[config.mk]
export PLATFORM = sky130hd
export DESIGN_NAME = sr_latch_cmd_arbiter_flat
export DESIGN_NICKNAME = d
export VERILOG_FILES = /design/src/rtl/sr_latch_cmd_arbiter_if.sv /design/src/rtl/sr_latch_cmd_arbiter.sv /design/src/flat_wrapper.sv
export SDC_FILE = /design/constraint.sdc
export NUM_CORES = 1
export LEC_CHECK = 0
export BUFFER_PORTS_ARGS = -buffer_cell sky130_fd_sc_hd__buf_4
export CORE_AREA = 2 2 49 51
export CTS_CLUSTER_SIZE = 10
export DETAILED_ROUTE_END_ITERATION = 16
export DIE_AREA = 0 0 51 53
export PLACE_DENSITY_LB_ADDON = 0.05
export SYNTH_ARGS = -nofsm -noshare
export SYNTH_HDL_FRONTEND = slang
export SYNTH_SLANG_ARGS = --single-unit
[constraint.sdc]
create_clock -name clk -period 1.7 [get_ports clk]
set_input_delay 0.34 -clock clk [delete_from_list [all_inputs] [get_ports clk]]
set_output_delay 0.34 -clock clk [all_outputs]
set_load 0.005 [all_outputs]
[src/rtl/sr_latch_cmd_arbiter_if.sv]
// Command/handshake bundle between requesters, the arbiter and the shared SR latch.
// The master side drives requests and the latch feedback; the slave side is the arbiter.
interface sr_latch_cmd_arbiter_if;
  logic req_a;
  logic op_a;
  logic req_b;
  logic op_b;
  logic gnt_a;
  logic gnt_b;
  logic Q;
  logic S;
  logic R;
  logic busy;
  logic err;

  modport master (
    output req_a, op_a, req_b, op_b, Q,
    input  gnt_a, gnt_b, S, R, busy, err
  );

  modport slave (
    input  req_a, op_a, req_b, op_b, Q,
    output gnt_a, gnt_b, S, R, busy, err
  );
endinterface

[src/rtl/sr_latch_cmd_arbiter.sv]
// Round-robin arbiter that shares one SR latch between two requesters.
// It drives clean S/R pulses separated by an all-low gap, then checks Q against the command.
module sr_latch_cmd_arbiter #(
  parameter int PULSE_W = 2,
  parameter int GAP_W   = 1,
  parameter int CNT_W   = 4
) (
  input  logic                  clk,
  input  logic                  rst,
  sr_latch_cmd_arbiter_if.slave bus
);

  typedef enum logic [1:0] {IDLE, PULSE, GAP} state_t;

  localparam logic [CNT_W-1:0] PulseLast = CNT_W'(PULSE_W - 1);
  localparam logic [CNT_W-1:0] GapLast   = CNT_W'(GAP_W - 1);

  state_t           state_q, state_d;
  logic [CNT_W-1:0] cnt_q, cnt_d;
  logic             op_q, op_d;
  logic             prioB_q, prioB_d;
  logic             s_q, s_d;
  logic             r_q, r_d;
  logic             gntA_q, gntA_d;
  logic             gntB_q, gntB_d;
  logic             err_q, err_d;
  logic             winB;

  // On a tie, B wins only when A was granted most recently.
  assign winB = bus.req_b & (~bus.req_a | prioB_q);

  always_comb begin
    state_d = state_q;
    cnt_d   = cnt_q;
    op_d    = op_q;
    prioB_d = prioB_q;
    s_d     = 1'b0;
    r_d     = 1'b0;
    gntA_d  = 1'b0;
    gntB_d  = 1'b0;
    err_d   = 1'b0;
    case (state_q)
      IDLE: begin
        if (bus.req_a | bus.req_b) begin
          state_d = PULSE;
          cnt_d   = '0;
          op_d    = winB ? bus.op_b : bus.op_a;
          gntA_d  = ~winB;
          gntB_d  = winB;
          prioB_d = ~winB;
          s_d     = op_d;
          r_d     = ~op_d;
        end
      end
      PULSE: begin
        if (cnt_q == PulseLast) begin
          state_d = GAP;
          cnt_d   = '0;
        end else begin
          cnt_d = cnt_q + 1'b1;
          s_d   = op_q;
          r_d   = ~op_q;
        end
      end
      GAP: begin
        if (cnt_q == GapLast) begin
          state_d = IDLE;
          cnt_d   = '0;
          err_d   = (bus.Q != op_q);
        end else begin
          cnt_d = cnt_q + 1'b1;
        end
      end
      default: state_d = IDLE;
    endcase
  end

  always_ff @(posedge clk) begin
    if (rst) begin
      state_q <= IDLE;
      cnt_q   <= '0;
      op_q    <= 1'b0;
      prioB_q <= 1'b0;
      s_q     <= 1'b0;
      r_q     <= 1'b0;
      gntA_q  <= 1'b0;
      gntB_q  <= 1'b0;
      err_q   <= 1'b0;
    end else begin
      state_q <= state_d;
      cnt_q   <= cnt_d;
      op_q    <= op_d;
      prioB_q <= prioB_d;
      s_q     <= s_d;
      r_q     <= r_d;
      gntA_q  <= gntA_d;
      gntB_q  <= gntB_d;
      err_q   <= err_d;
    end
  end

  assign bus.S     = s_q;
  assign bus.R     = r_q;
  assign bus.gnt_a = gntA_q;
  assign bus.gnt_b = gntB_q;
  assign bus.err   = err_q;
  assign bus.busy  = (state_q != IDLE);

endmodule

[src/flat_wrapper.sv]
// flat-port wrapper written by rule: the top's interface ports become plain ports
module sr_latch_cmd_arbiter_flat 
#(
  parameter int PULSE_W = 2,
  parameter int GAP_W   = 1,
  parameter int CNT_W   = 4
)
  (clk, rst, bus_req_a, bus_op_a, bus_req_b, bus_op_b, bus_Q, bus_gnt_a, bus_gnt_b, bus_S, bus_R, bus_busy, bus_err);
  sr_latch_cmd_arbiter_if bus_i ();
  input  logic clk;
  input  logic rst;
  input wire logic [$bits(bus_i.req_a)-1:0] bus_req_a;
  input wire logic [$bits(bus_i.op_a)-1:0] bus_op_a;
  input wire logic [$bits(bus_i.req_b)-1:0] bus_req_b;
  input wire logic [$bits(bus_i.op_b)-1:0] bus_op_b;
  input wire logic [$bits(bus_i.Q)-1:0] bus_Q;
  output wire logic [$bits(bus_i.gnt_a)-1:0] bus_gnt_a;
  output wire logic [$bits(bus_i.gnt_b)-1:0] bus_gnt_b;
  output wire logic [$bits(bus_i.S)-1:0] bus_S;
  output wire logic [$bits(bus_i.R)-1:0] bus_R;
  output wire logic [$bits(bus_i.busy)-1:0] bus_busy;
  output wire logic [$bits(bus_i.err)-1:0] bus_err;
  assign bus_i.req_a = bus_req_a;
  assign bus_i.op_a = bus_op_a;
  assign bus_i.req_b = bus_req_b;
  assign bus_i.op_b = bus_op_b;
  assign bus_i.Q = bus_Q;
  assign bus_gnt_a = bus_i.gnt_a;
  assign bus_gnt_b = bus_i.gnt_b;
  assign bus_S = bus_i.S;
  assign bus_R = bus_i.R;
  assign bus_busy = bus_i.busy;
  assign bus_err = bus_i.err;
  sr_latch_cmd_arbiter #(.PULSE_W(PULSE_W), .GAP_W(GAP_W), .CNT_W(CNT_W)) u_core (.clk(clk), .rst(rst), .bus(bus_i));
endmodule
# Word-level counts from Yosys, hierarchy flattened
# Index checks and enable logic that the tools add are counted.
[totals]
ff_bits = 13
latchBits = 0
ram_bits = 0
mem_bits_ro = 0
in_bits = 7
out_inout_bits = 6
wordCells = 52
n_memories = 0
[classes]
add_sub_neg = 1
multipliers = 0
div_mod_pow = 0
n_lt_le_gt_ge = 0
eq_ne = 7
shift = 0
mux = 15
n_bitwise = 11
reduce_logical = 9
[op_table]
columns = ["cell", "n"]
rows = [
  ["4-bit two-way mux", 3],
  ["4-bit case mux with 3 select lines", 1],
  ["1-bit NOT", 8],
  ["2-bit two-way mux", 3],
  ["2-bit by 1-bit != test with 1-bit output (second input constant)", 3],
  ["2-bit case mux with 3 select lines", 1],
  ["3-bit OR reduction", 2],
  ["1-bit two-way mux", 5],
  ["4-bit by 1-bit adder with 4-bit output (second input constant)", 1],
  ["4-bit by 1-bit equality test with 1-bit output (second input constant)", 1],
  ["4-bit zero test", 1],
  ["1-bit case mux with 2 select lines", 2],
  ["2-bit AND reduction", 2],
  ["3-bit AND reduction", 1],
  ["3-bit nonzero test", 1],
  ["2-bit by 1-bit equality test with 1-bit output (second input constant)", 1],
  ["2-bit equality test (second input constant)", 1],
  ["2-bit zero test", 1],
  ["1-bit bitwise OR", 2],
  ["2-bit nonzero test", 1],
  ["1-bit bitwise AND", 1],
  ["1-bit != test", 1],
]

# Depth between registers and ports, before layout
# Gate-level depths: netlist (run 1).
[logic_depth]
depth_word = 7
mapped_depth = 7
ltp_nobuf = 6

# Worst setup path after synthesis (run 1)
# No wires, ideal clock.
[synth_timing]
path_type = "reg2reg"
startpoint = "reg u_core.state_q[0]"
endpoint = "reg u_core.cnt_q[2]"
setup_time_ns = 0.133
arrival_time_ns = 1.307
slack_ns = 0.260
stages_incl_launch_ff = 8
n_path_buf = 1
synth_period_minus_slack_ns = 1.440
cell_sequence = "dfxtp_1 inv_1 ha_1 buf_4 nor3b_1 or2_2 nand2_1 a31oi_1"
[synth_between]
elab_chain_len = 3
elab_cells_between_ends = 7
[synth_rtl]
columns = ["element", "line", "text"]
rows = [
  ["start: declaration", "sr_latch_cmd_arbiter.sv:18", "state_t state_q, state_d;"],
  ["start signal: assignment", "sr_latch_cmd_arbiter.sv:90", "state_q <= state_d;"],
  ["2-bit by 1-bit equality test with 1-bit output (tied with other cells)", "sr_latch_cmd_arbiter.sv:42", "case (state_q)"],
  ["3-bit nonzero test (no line) or 2-bit by 1-bit != test with 1-bit output (tied branches)", "-", ""],
  ["2-bit AND reduction (no line)", "-", ""],
  ["end signal: assignment", "sr_latch_cmd_arbiter.sv:91", "cnt_q <= cnt_d;"],
  ["end: declaration", "sr_latch_cmd_arbiter.sv:19", "logic [CNT_W-1:0] cnt_q, cnt_d;"],
]
# Several ways; a longest one is shown, not always the timed one.
# A chain may end at the register's enable or synchronous reset.

# Final worst setup path (run 1)
[layout_timing]
startpoint = "reg u_core.state_q[1]"
endpoint = "out bus_busy"
[layout_between]
elab_chain_len = 1
[layout_rtl]
columns = ["element", "line", "text"]
rows = [
  ["2-bit nonzero test", "sr_latch_cmd_arbiter.sv:107", "assign bus.busy = (state_q != IDLE);"],
  ["end: declaration", "flat_wrapper.sv:21", "output wire logic [$bits(bus_i.busy)-1:0] bus_busy;"],
]
# Every way passes these cells.

==> results.toml, run 1 <==
[clock_tree]
hold_buffers = 0
clk_latency_ns = 0.28
numCtsBuffers = 3
cts_tree = "done"
cts_num_sinks = 13
h-tree-depth = 1
root_buffer = "clkbuf_4"
clock_path_buffers = 2
cts_resized = 0
clk_pin_slew_ns = 0.08
cts_setup_buffers = 0

[logic_synthesis]
yosys_warnings = 0
synthTopCellsByCount = "13 x dfxtp_1, 11 x inv_1, 7 x ha_1, 7 x nor2_1, 6 x nand2_1"
synthCells = 82
synth.most_common_cell = "dfxtp_1"
ys_ff_latch = 13
synth-edff-count = 0
syn_nets = 96
avgSynthCellArea_um2 = 8.62
synth_top_area_cell = "dfxtp_1"
yosys.area.top_type_share_pct = 36.8
async_reset_ff_share_pct = 0
syn_area_um2 = 707
synth_top_flop_cell = "dfxtp_1"
synth_seq_area_share_pct = 36.8
ys_types = 30
synthTopCellsByArea = "dfxtp_1 37%, ha_1 12%, inv_1 5.8%"

[critical_path]
worst-path-stages = 5
crit-reg2reg-capture = "u_core.state_q[1]"
startpoint_type = "flop"
crit_start = "u_core.state_q[1]"
max_stage_delay_ns = 0.37
crit_end = "bus_busy"
regToRegSetupSlack_ns = 0.17
required_ns = 1.36
arrival_ns = 1.22
rr_worst_depth = 6
rr_startpoint = "u_core.state_q[1]"
path_cells = "inv_1 > ha_1 > buf_4 > inv_1 > buf_4"
cp_top_family = "buffers and inverters"
end_kind = "output pin"
crit_type = "flop to output pin"
cp_max_fo = 9
critPathBufInv = 4
slowest_stage = "dfxtp_1"

[die]
die_x_um = 51
die_area_um2 = 2700
core_area_um2 = 2150
io-pin-count = 13
initial_core_util_pct = 32.9
rows = 17
die_height_um = 53

[sta]
rsz0062_at_grt = "false"
holdWs_ns = 0.310
min_period_ns = 1.56
maxSlewViolCount = 0
max_freq_ghz = 0.642
skew_ns = 0.00453
setup-violations-final = 0
post-route-period-util_pct = 91.7
slew_headroom_pct = 74.6
setup_tns_ns = 0
finalHoldViolations = 0
worst_pin_slew_ns = 0.379

[layout]
nets = 112
seqCellArea_um2 = 262
fillCellCount = 215
diodes = 0
syn2layout_area_growth_pct = 22.7
drive_gt1_share_pct = 22.7
multi_input_comb_area_um2 = 405
fin_area_um2 = 867
fin_cells = 125

[placed_design]
place_hpwl_um = 1050
gp_congestion = 0.729
dp_cells = 121
port_buffers = 12
placed_cell_area_um2 = 828

[detailed_routing]
ant_nets = 0
drt-initial-drc-count = 8
first_pass_iters = 4
route.detailed.drc = 0
wl_um = 1470
vias_per_cell = 4.83
routedWlPerCell_um = 11.7
via_count = 604

[power]
peakVddDrop_uv = 557
seq_power_share_pct = 39.3
powerDensity_nw_per_um2 = 1130
pwr-share-comb_pct = 40.9
intPower_w = 0.000626
p_sw_w = 0.000355
swShare_pct = 36.2
p_clk_share_pct = 19.8
p_leak_nw = 0.368

[worst_hold_path]
worstHoldPathType = "primary input to flop"
min_path_cells = 2

[global_route]
overflow = 0
gr-usage-all-layers_pct = 12.5
antenna_found_initial = 0
grt_pass1_vias = 567
grt_start_max_net_pins = 13
grt_pass1_wl_um = 2420

[outcome]
status = "finished, final reports clean"

[run]
max_cap_violations = 0
sequential cells by signal, summed over array words and instances, names as in the netlist:
signal	flops
u_core.bus.R	1
u_core.op_q	1
u_core.bus.gnt_a	1
u_core.cnt_q	4
u_core.prioB_q	1
u_core.bus.err	1
u_core.bus.S	1
u_core.state_q	2
u_core.bus.gnt_b	1
cells in the final DEF, fill, tap and decap left out, types with 3 or more instances in the layout:
cell      instances
dfxtp_1          12
nand4_1           5
a21oi_1           5
inv_1            11
nor2_1            7
buf_4            13
clkbuf_4          3
ha_1              7
nand2_1           6
metal layers:
layer / GRT usage (%) / vias up / part of all wire, %
met3: 3.39 / 0 / 3.6
li1: - / 320 / -
met4: 6.76 / 0 / 0
met5: 0 / - / 0
met2: 19.7 / 11 / 43
met1: 15.3 / 273 / 54
worst min path at each step:
stage / start / endpoint / slack [ns]
4_1_cts: bus_req_b / u_core.prioB_q / 0.30
5_1_grt: bus_req_b / u_core.prioB_q / 0.29
3_5_place_dp: u_core.cnt_q[1] / u_core.cnt_q[1] / 0.49
3_3_place_gp: u_core.cnt_q[1] / u_core.cnt_q[1] / 0.48
6_report: bus_req_b / u_core.prioB_q / 0.31
2_1_floorplan: bus_req_b / u_core.prioB_q / 0.46
worst register-to-register path: cells and delay by family, from the launching register on:
| kind | cells | cell delay [ns] |
|---|---|---|
| adder cells (fa/ha/maj) | 1 | 0.23 |
| flip-flops | 1 | 0.37 |
| AO/OA/AOI/OAI | 2 | 0.31 |
| buffers and inverters | 2 | 0.22 |
| AND/OR/NAND/NOR | 1 | 0.34 |
cells by family after synthesis:
| logic type | after synthesis | share of synthesized area, % |
|---|---|---|
| buf+inv | 13 | 7.43 |
| xor+xnor | 1 | 1.24 |
| simple gates | 29 | 21.8 |
| flops | 13 | 36.8 |
| compound gates | 19 | 20.4 |
| fa+ha+maj | 7 | 12.4 |
power by group through the flow:
| stage | clock [W] | combinational [W] | sequential, W |
|---|---|---|---|
| 2_1_floorplan | 0 | 0.000261 | 0.000388 |
| 3_3_place_gp | 0 | 0.000382 | 0.000391 |
| 3_5_place_dp | 0 | 0.000379 | 0.000392 |
| 4_1_cts | 0.000209 | 0.000382 | 0.000385 |
| 5_1_grt | 0.000230 | 0.000454 | 0.000392 |
| 6_report | 0.000195 | 0.000401 | 0.000386 |
cell type report:
type	instances	share of cell area, %
Clock buffer	4	3.03
Inverter	11	4.76
Multi-Input combinational cell	56	46.8
Sequential cell	13	30.2
Tap cell	28	4.04
Timing Repair Buffer	13	11.3
stage by stage:
step / power [W] / setup slack [ns] / utilization, %
floorplan: 0.000649 / 0.260 / -
global placement: 0.000773 / 0.136 / 38.6
detailed placement: 0.000771 / 0.149 / 38.6
CTS: 0.000975 / 0.0746 / 39.8
global route: 0.00108 / 0.0199 / 40.4
finish: 0.000981 / 0.141 / 40.4
(Power assumes the default switching activity.)
==> run 2: changes to the inputs <==
--- a/config.mk
+++ b/config.mk
@@ -7,10 +7,10 @@
 export LEC_CHECK = 0
 export BUFFER_PORTS_ARGS = -buffer_cell sky130_fd_sc_hd__buf_4
 export CORE_AREA = 2 2 49 51
+export CTS_BUF_LIST = sky130_fd_sc_hd__clkbuf_16
 export CTS_CLUSTER_SIZE = 10
 export DETAILED_ROUTE_END_ITERATION = 16
 export DIE_AREA = 0 0 51 53
-export PLACE_DENSITY_LB_ADDON = 0.05
 export SYNTH_ARGS = -nofsm -noshare
 export SYNTH_HDL_FRONTEND = slang
 export SYNTH_SLANG_ARGS = --single-unit
==> run 2 against run 1 <==
Compared with the run above:
- count of clock-buffer cells in the layout decreased by 1
- hold slack improved by 0.044 ns
- die area unchanged
- critical endpoint unchanged
- largest cell class unchanged
==> results.toml, run 2 (synthesis gave the netlist of run 1 again) <==
[outcome]
status = "finished, final reports clean"

[sta]
max_freq_ghz = 0.639
post-route-period-util_pct = 92.1
setup_ws_ns = 0.135
finalHoldViolations = 0
worst_pin_slew_ns = 0.365
skew_ns = 0.00157
rsz0062_at_grt = "false"
setup_tns_ns = 0
maxSlewViolCount = 0
min_period_ns = 1.57
setup-violations-final = 0
slew_headroom_pct = 75.6

[critical_path]
required_ns = 1.36
slowest_stage = "dfxtp_1"
max_stage_delay_ns = 0.37
startpoint_type = "flop"
end_kind = "output pin"
crit_type = "flop to output pin"
path_cells = "inv_1 > ha_1 > buf_4 > inv_1 > buf_4"
cp_max_fo = 9
arrival_ns = 1.23

[die]
rows = 17
core_area_um2 = 2150
die_x_um = 51
io-pin-count = 13
die_height_um = 53
initial_core_util_pct = 32.9
die_area_um2 = 2700

[clock_tree]
clock_path_buffers = 2
cts_tree = "done"
root_buffer = "clkbuf_16"
numCtsBuffers = 3
cts_num_sinks = 13
h-tree-depth = 1
clk_latency_ns = 0.24
hold_buffers = 0
clk_pin_slew_ns = 0.04

[power]
peakVddDrop_uv = 464
p_leak_nw = 0.402
powerDensity_nw_per_um2 = 1310

[detailed_routing]
top_layer = "met4"
route.detailed.drc = 0
via_count = 655
dr_wl_met2_um = 795
first_pass_iters = 4
vias_per_cell = 5.16
drt-initial-drc-count = 15
wl_um = 1520
routedWlPerCell_um = 11.9
ant_nets = 0
m1WireLength_um = 631
wl_met3_um = 69

[global_route]
grt_pass1_vias = 602
grt_pass1_wl_um = 2560
grt_start_max_net_pins = 13
gr-usage-all-layers_pct = 12.5
antenna_found_initial = 0
overflow = 0

[placed_design]
gp_congestion = 0.724
placed_cell_area_um2 = 828
place_hpwl_um = 1050
place_ws_ns = 0.135
port_buffers = 12

[layout]
nets = 114
largest-register = "u_core.cnt_q"
drive_gt1_share_pct = 23.2
syn2layout_area_growth_pct = 33.1
fin_area_um2 = 941
largest_reg_flops = 4
final_cell_mix = "14 x buf_4, 13 x dfxtp_1, 12 x inv_1"
mostFrequentLayoutCell = "buf_4"
diodes = 0
reg_top3 = "u_core.cnt_q (4), u_core.state_q (2)"

[worst_hold_path]
worstHoldPathType = "primary input to flop"

[run]
max_cap_violations = 0
-- run 2: layout make-up --
cell class,instances,area [um2]
tap,28,35.0
timing repair buffer,14,105
clock buffer,3,75.1
sequential,13,260
clock inverter,1,3.75
fill,204,1210
inverter,11,41.3
multi-input combinational,57,420
-- run 2: per-layer routing --
| metal | up-vias | global-route usage, % |
|---|---|---|
| li1 | 331 | - |
| met1 | 302 | 14.4 |
| met2 | 20 | 22.3 |
| met3 | 2 | 1.69 |
| met4 | 0 | 6.76 |
| met5 | - | 0 |
-- run 2: final timing paths --
| kind | from | to | slack [ns] | cells after the start |
|---|---|---|---|---|
| max | u_core.state_q[0] | bus_busy | 0.13 | 5 |
| min | bus_req_b | u_core.prioB_q | 0.35 | 2 |
| max reg2reg | u_core.state_q[1] | u_core.state_q[1] | 0.15 | 6 |
| min reg2reg | u_core.cnt_q[1] | u_core.cnt_q[1] | 0.49 | 2 |
-- run 2: stage by stage --
stage	total power, W	utilization (%)	instances	hold WS [ns]
2_1_floorplan	0.000649	-	82	0.459
3_3_place_gp	0.000759	38.6	121	0.485
3_5_place_dp	0.000765	38.6	121	0.486
4_1_cts	0.00120	42.2	125	0.355
5_1_grt	0.00132	43.8	127	0.363
6_report	0.00124	43.8	127	0.354
-- run 2: critical path: cells and delay by family (launching register included) --
kind	cells	cell delay [ns]
adder cells (fa/ha/maj)	1	0.21
buffers and inverters	4	0.40
flip-flops	1	0.37
-- run 2: where the power goes --
group / switching, W / total [W] / internal (W)
clock network: 0.000118 / 0.000427 / 0.000309
registers: 0.0000344 / 0.000389 / 0.000354
logic: 0.000229 / 0.000420 / 0.000191
total: 0.000382 / 0.00124 / 0.000854
-- run 2: timing repair --
| action | 4_1_cts | 5_1_grt |
|---|---|---|
| setup endpoints to repair | 0 | 4 |
| hold endpoints to repair | 0 | 0 |
| resized for setup | 0 | 1 |
| setup buffers | 0 | 1 |
==> run 3: changes to the inputs <==
--- a/config.mk
+++ b/config.mk
@@ -6,11 +6,12 @@
 export NUM_CORES = 1
 export LEC_CHECK = 0
 export BUFFER_PORTS_ARGS = -buffer_cell sky130_fd_sc_hd__buf_4
-export CORE_AREA = 2 2 49 51
+export CORE_AREA = 2 2 40 42
 export CTS_BUF_LIST = sky130_fd_sc_hd__clkbuf_16
 export CTS_CLUSTER_SIZE = 10
 export DETAILED_ROUTE_END_ITERATION = 16
-export DIE_AREA = 0 0 51 53
+export DIE_AREA = 0 0 42 44
+export PLACE_DENSITY = 0.73
 export SYNTH_ARGS = -nofsm -noshare
 export SYNTH_HDL_FRONTEND = slang
 export SYNTH_SLANG_ARGS = --single-unit
==> run 3 against run 2 <==
Compared with the run above:
- clock power up 2%
- worst setup slack better by 0.027 ns
- cell area down 5.2%
- sequential power about the same
- critical path type unchanged
- largest power group unchanged
- total power down 3.0%
- combinational power down 10%
- critical endpoint unchanged
- flip-flop and latch count unchanged
- global-route usage up 5.2 points
- final cell count down 11%
==> results.toml, run 3 (synthesis gave the netlist of run 1 again) <==
[global_route]
antenna_found_initial = 0
gr-usage-all-layers_pct = 17.7
grt_start_max_net_pins = 13
overflow = 0
grt_pass1_vias = 588
grt_pass1_wl_um = 2440

[layout]
reg_top3 = "u_core.cnt_q (4), u_core.state_q (2)"
fin_area_um2 = 892
syn2layout_area_growth_pct = 26.2
largest_reg_flops = 4
drive_gt1_share_pct = 21.6
nets = 112
largest-register = "u_core.cnt_q"
fillCellCount = 119
final_cell_mix = "13 x buf_4, 13 x dfxtp_1, 12 x inv_1"
diodes = 0

[sta]
setup_tns_ns = 0
holdWs_ns = 0.350
post-route-period-util_pct = 90.5
rsz0062_at_grt = "false"
skew_ns = 0.000861
maxSlewViolCount = 0
slew_headroom_pct = 71.4
worst_pin_slew_ns = 0.429
finalHoldViolations = 0
setup-violations-final = 0
min_period_ns = 1.54
max_freq_ghz = 0.650

[critical_path]
regToRegSetupSlack_ns = 0.16
end_kind = "output pin"
required_ns = 1.36
arrival_ns = 1.20
crit_type = "flop to output pin"
crit-reg2reg-capture = "u_core.state_q[1]"
rr_startpoint = "u_core.state_q[0]"
startpoint_type = "flop"
rr_worst_depth = 6
cp_max_fo = 9

[detailed_routing]
wl_um = 1350
vias_per_cell = 5.43
dr_wl_met2_um = 597
top_layer = "met4"
routedWlPerCell_um = 11.9
drt-initial-drc-count = 17
m1WireLength_um = 657
via_count = 614
wl_met3_um = 70
first_pass_iters = 4
ant_nets = 0
route.detailed.drc = 0

[clock_tree]
h-tree-depth = 1
root_buffer = "clkbuf_16"
cts_setup_buffers = 0
clk_latency_ns = 0.24
hold_buffers = 0
cts_tree = "done"
clock_path_buffers = 2
cts_resized = 0
numCtsBuffers = 3
clk_pin_slew_ns = 0.04
cts_num_sinks = 13

[die]
rows = 14
die_height_um = 44
die_area_um2 = 1850
initial_core_util_pct = 49.8
io-pin-count = 13
die_x_um = 42
core_area_um2 = 1420

[worst_hold_path]
worstHoldPathType = "primary input to flop"
min_path_cells = 2
hold_path_startpoint = "bus_req_b"
whs_endpoint = "u_core.prioB_q"

[placed_design]
gp_congestion = 0.847
placed_cell_area_um2 = 813
port_buffers = 12
place_hpwl_um = 1010

[power]
powerDensity_nw_per_um2 = 1340
p_leak_nw = 0.393
peakVddDrop_uv = 947

[outcome]
status = "finished, final reports clean"

[run]
max_cap_violations = 0
-- run 3: cell types whose count changed in the layout (fill, tap and decap cells not counted) --
cell	change
o221ai_4	-1
buf_4	-1
-- run 3: worst max-delay path: stages, from the launching register on --
cell	delay [ns]
dfxtp_1	0.35
inv_1	0.09
ha_1	0.21
buf_4	0.16
inv_1	0.05
buf_4	0.09
-- run 3: routing by layer --
metal / track usage [%] / vias up
li1: - / 323
met1: 22.9 / 270
met2: 27.5 / 17
met3: 3.75 / 4
met4: 9.68 / 0
met5: 0 / -
-- run 3: final cells by class --
type	instances	area [um2]	share of cell area [%]
Inverter	11	41.3	4.63
Timing Repair Buffer	13	97.6	10.9
Tap cell	16	20.0	2.24
Sequential cell	13	260	29.2
Multi-Input combinational cell	56	394	44.2
Clock buffer	3	75.1	8.42
Clock inverter	1	3.75	0.421
-- run 3: worst max-delay path by stage --
| stage | startpoint | end | slack [ns] | cells past startpoint |
|---|---|---|---|---|
| 2_1_floorplan | u_core.state_q[0] | u_core.cnt_q[2] | 0.26 | 7 |
| 3_3_place_gp | u_core.state_q[0] | u_core.state_q[1] | 0.20 | 6 |
| 3_5_place_dp | u_core.state_q[0] | u_core.state_q[1] | 0.17 | 6 |
| 4_1_cts | u_core.state_q[0] | u_core.state_q[1] | 0.15 | 6 |
| 5_1_grt | u_core.state_q[0] | u_core.state_q[0] | 0.01 | 6 |
| 6_report | u_core.state_q[0] | bus_busy | 0.16 | 5 |
-- run 3: power by group --
part,switching [W],internal [W],total (W)
sequential,0.0000326,0.000354,0.000387
clock,0.000125,0.000310,0.000435
combinational,0.000207,0.000170,0.000377
total,0.000365,0.000834,0.00120
-- run 3: per-stage QoR --
| step | utilization, % | power (W) | setup WS (ns) | std cells |
|---|---|---|---|---|
| 2_1_floorplan | - | 0.000649 | 0.260 | 82 |
| 3_3_place_gp | 57.3 | 0.000757 | 0.195 | 109 |
| 3_5_place_dp | 57.3 | 0.000766 | 0.169 | 109 |
| 4_1_cts | 62.9 | 0.00120 | 0.154 | 113 |
| 5_1_grt | 62.9 | 0.00128 | 0.0113 | 113 |
| 6_report | 62.9 | 0.00120 | 0.162 | 113 |
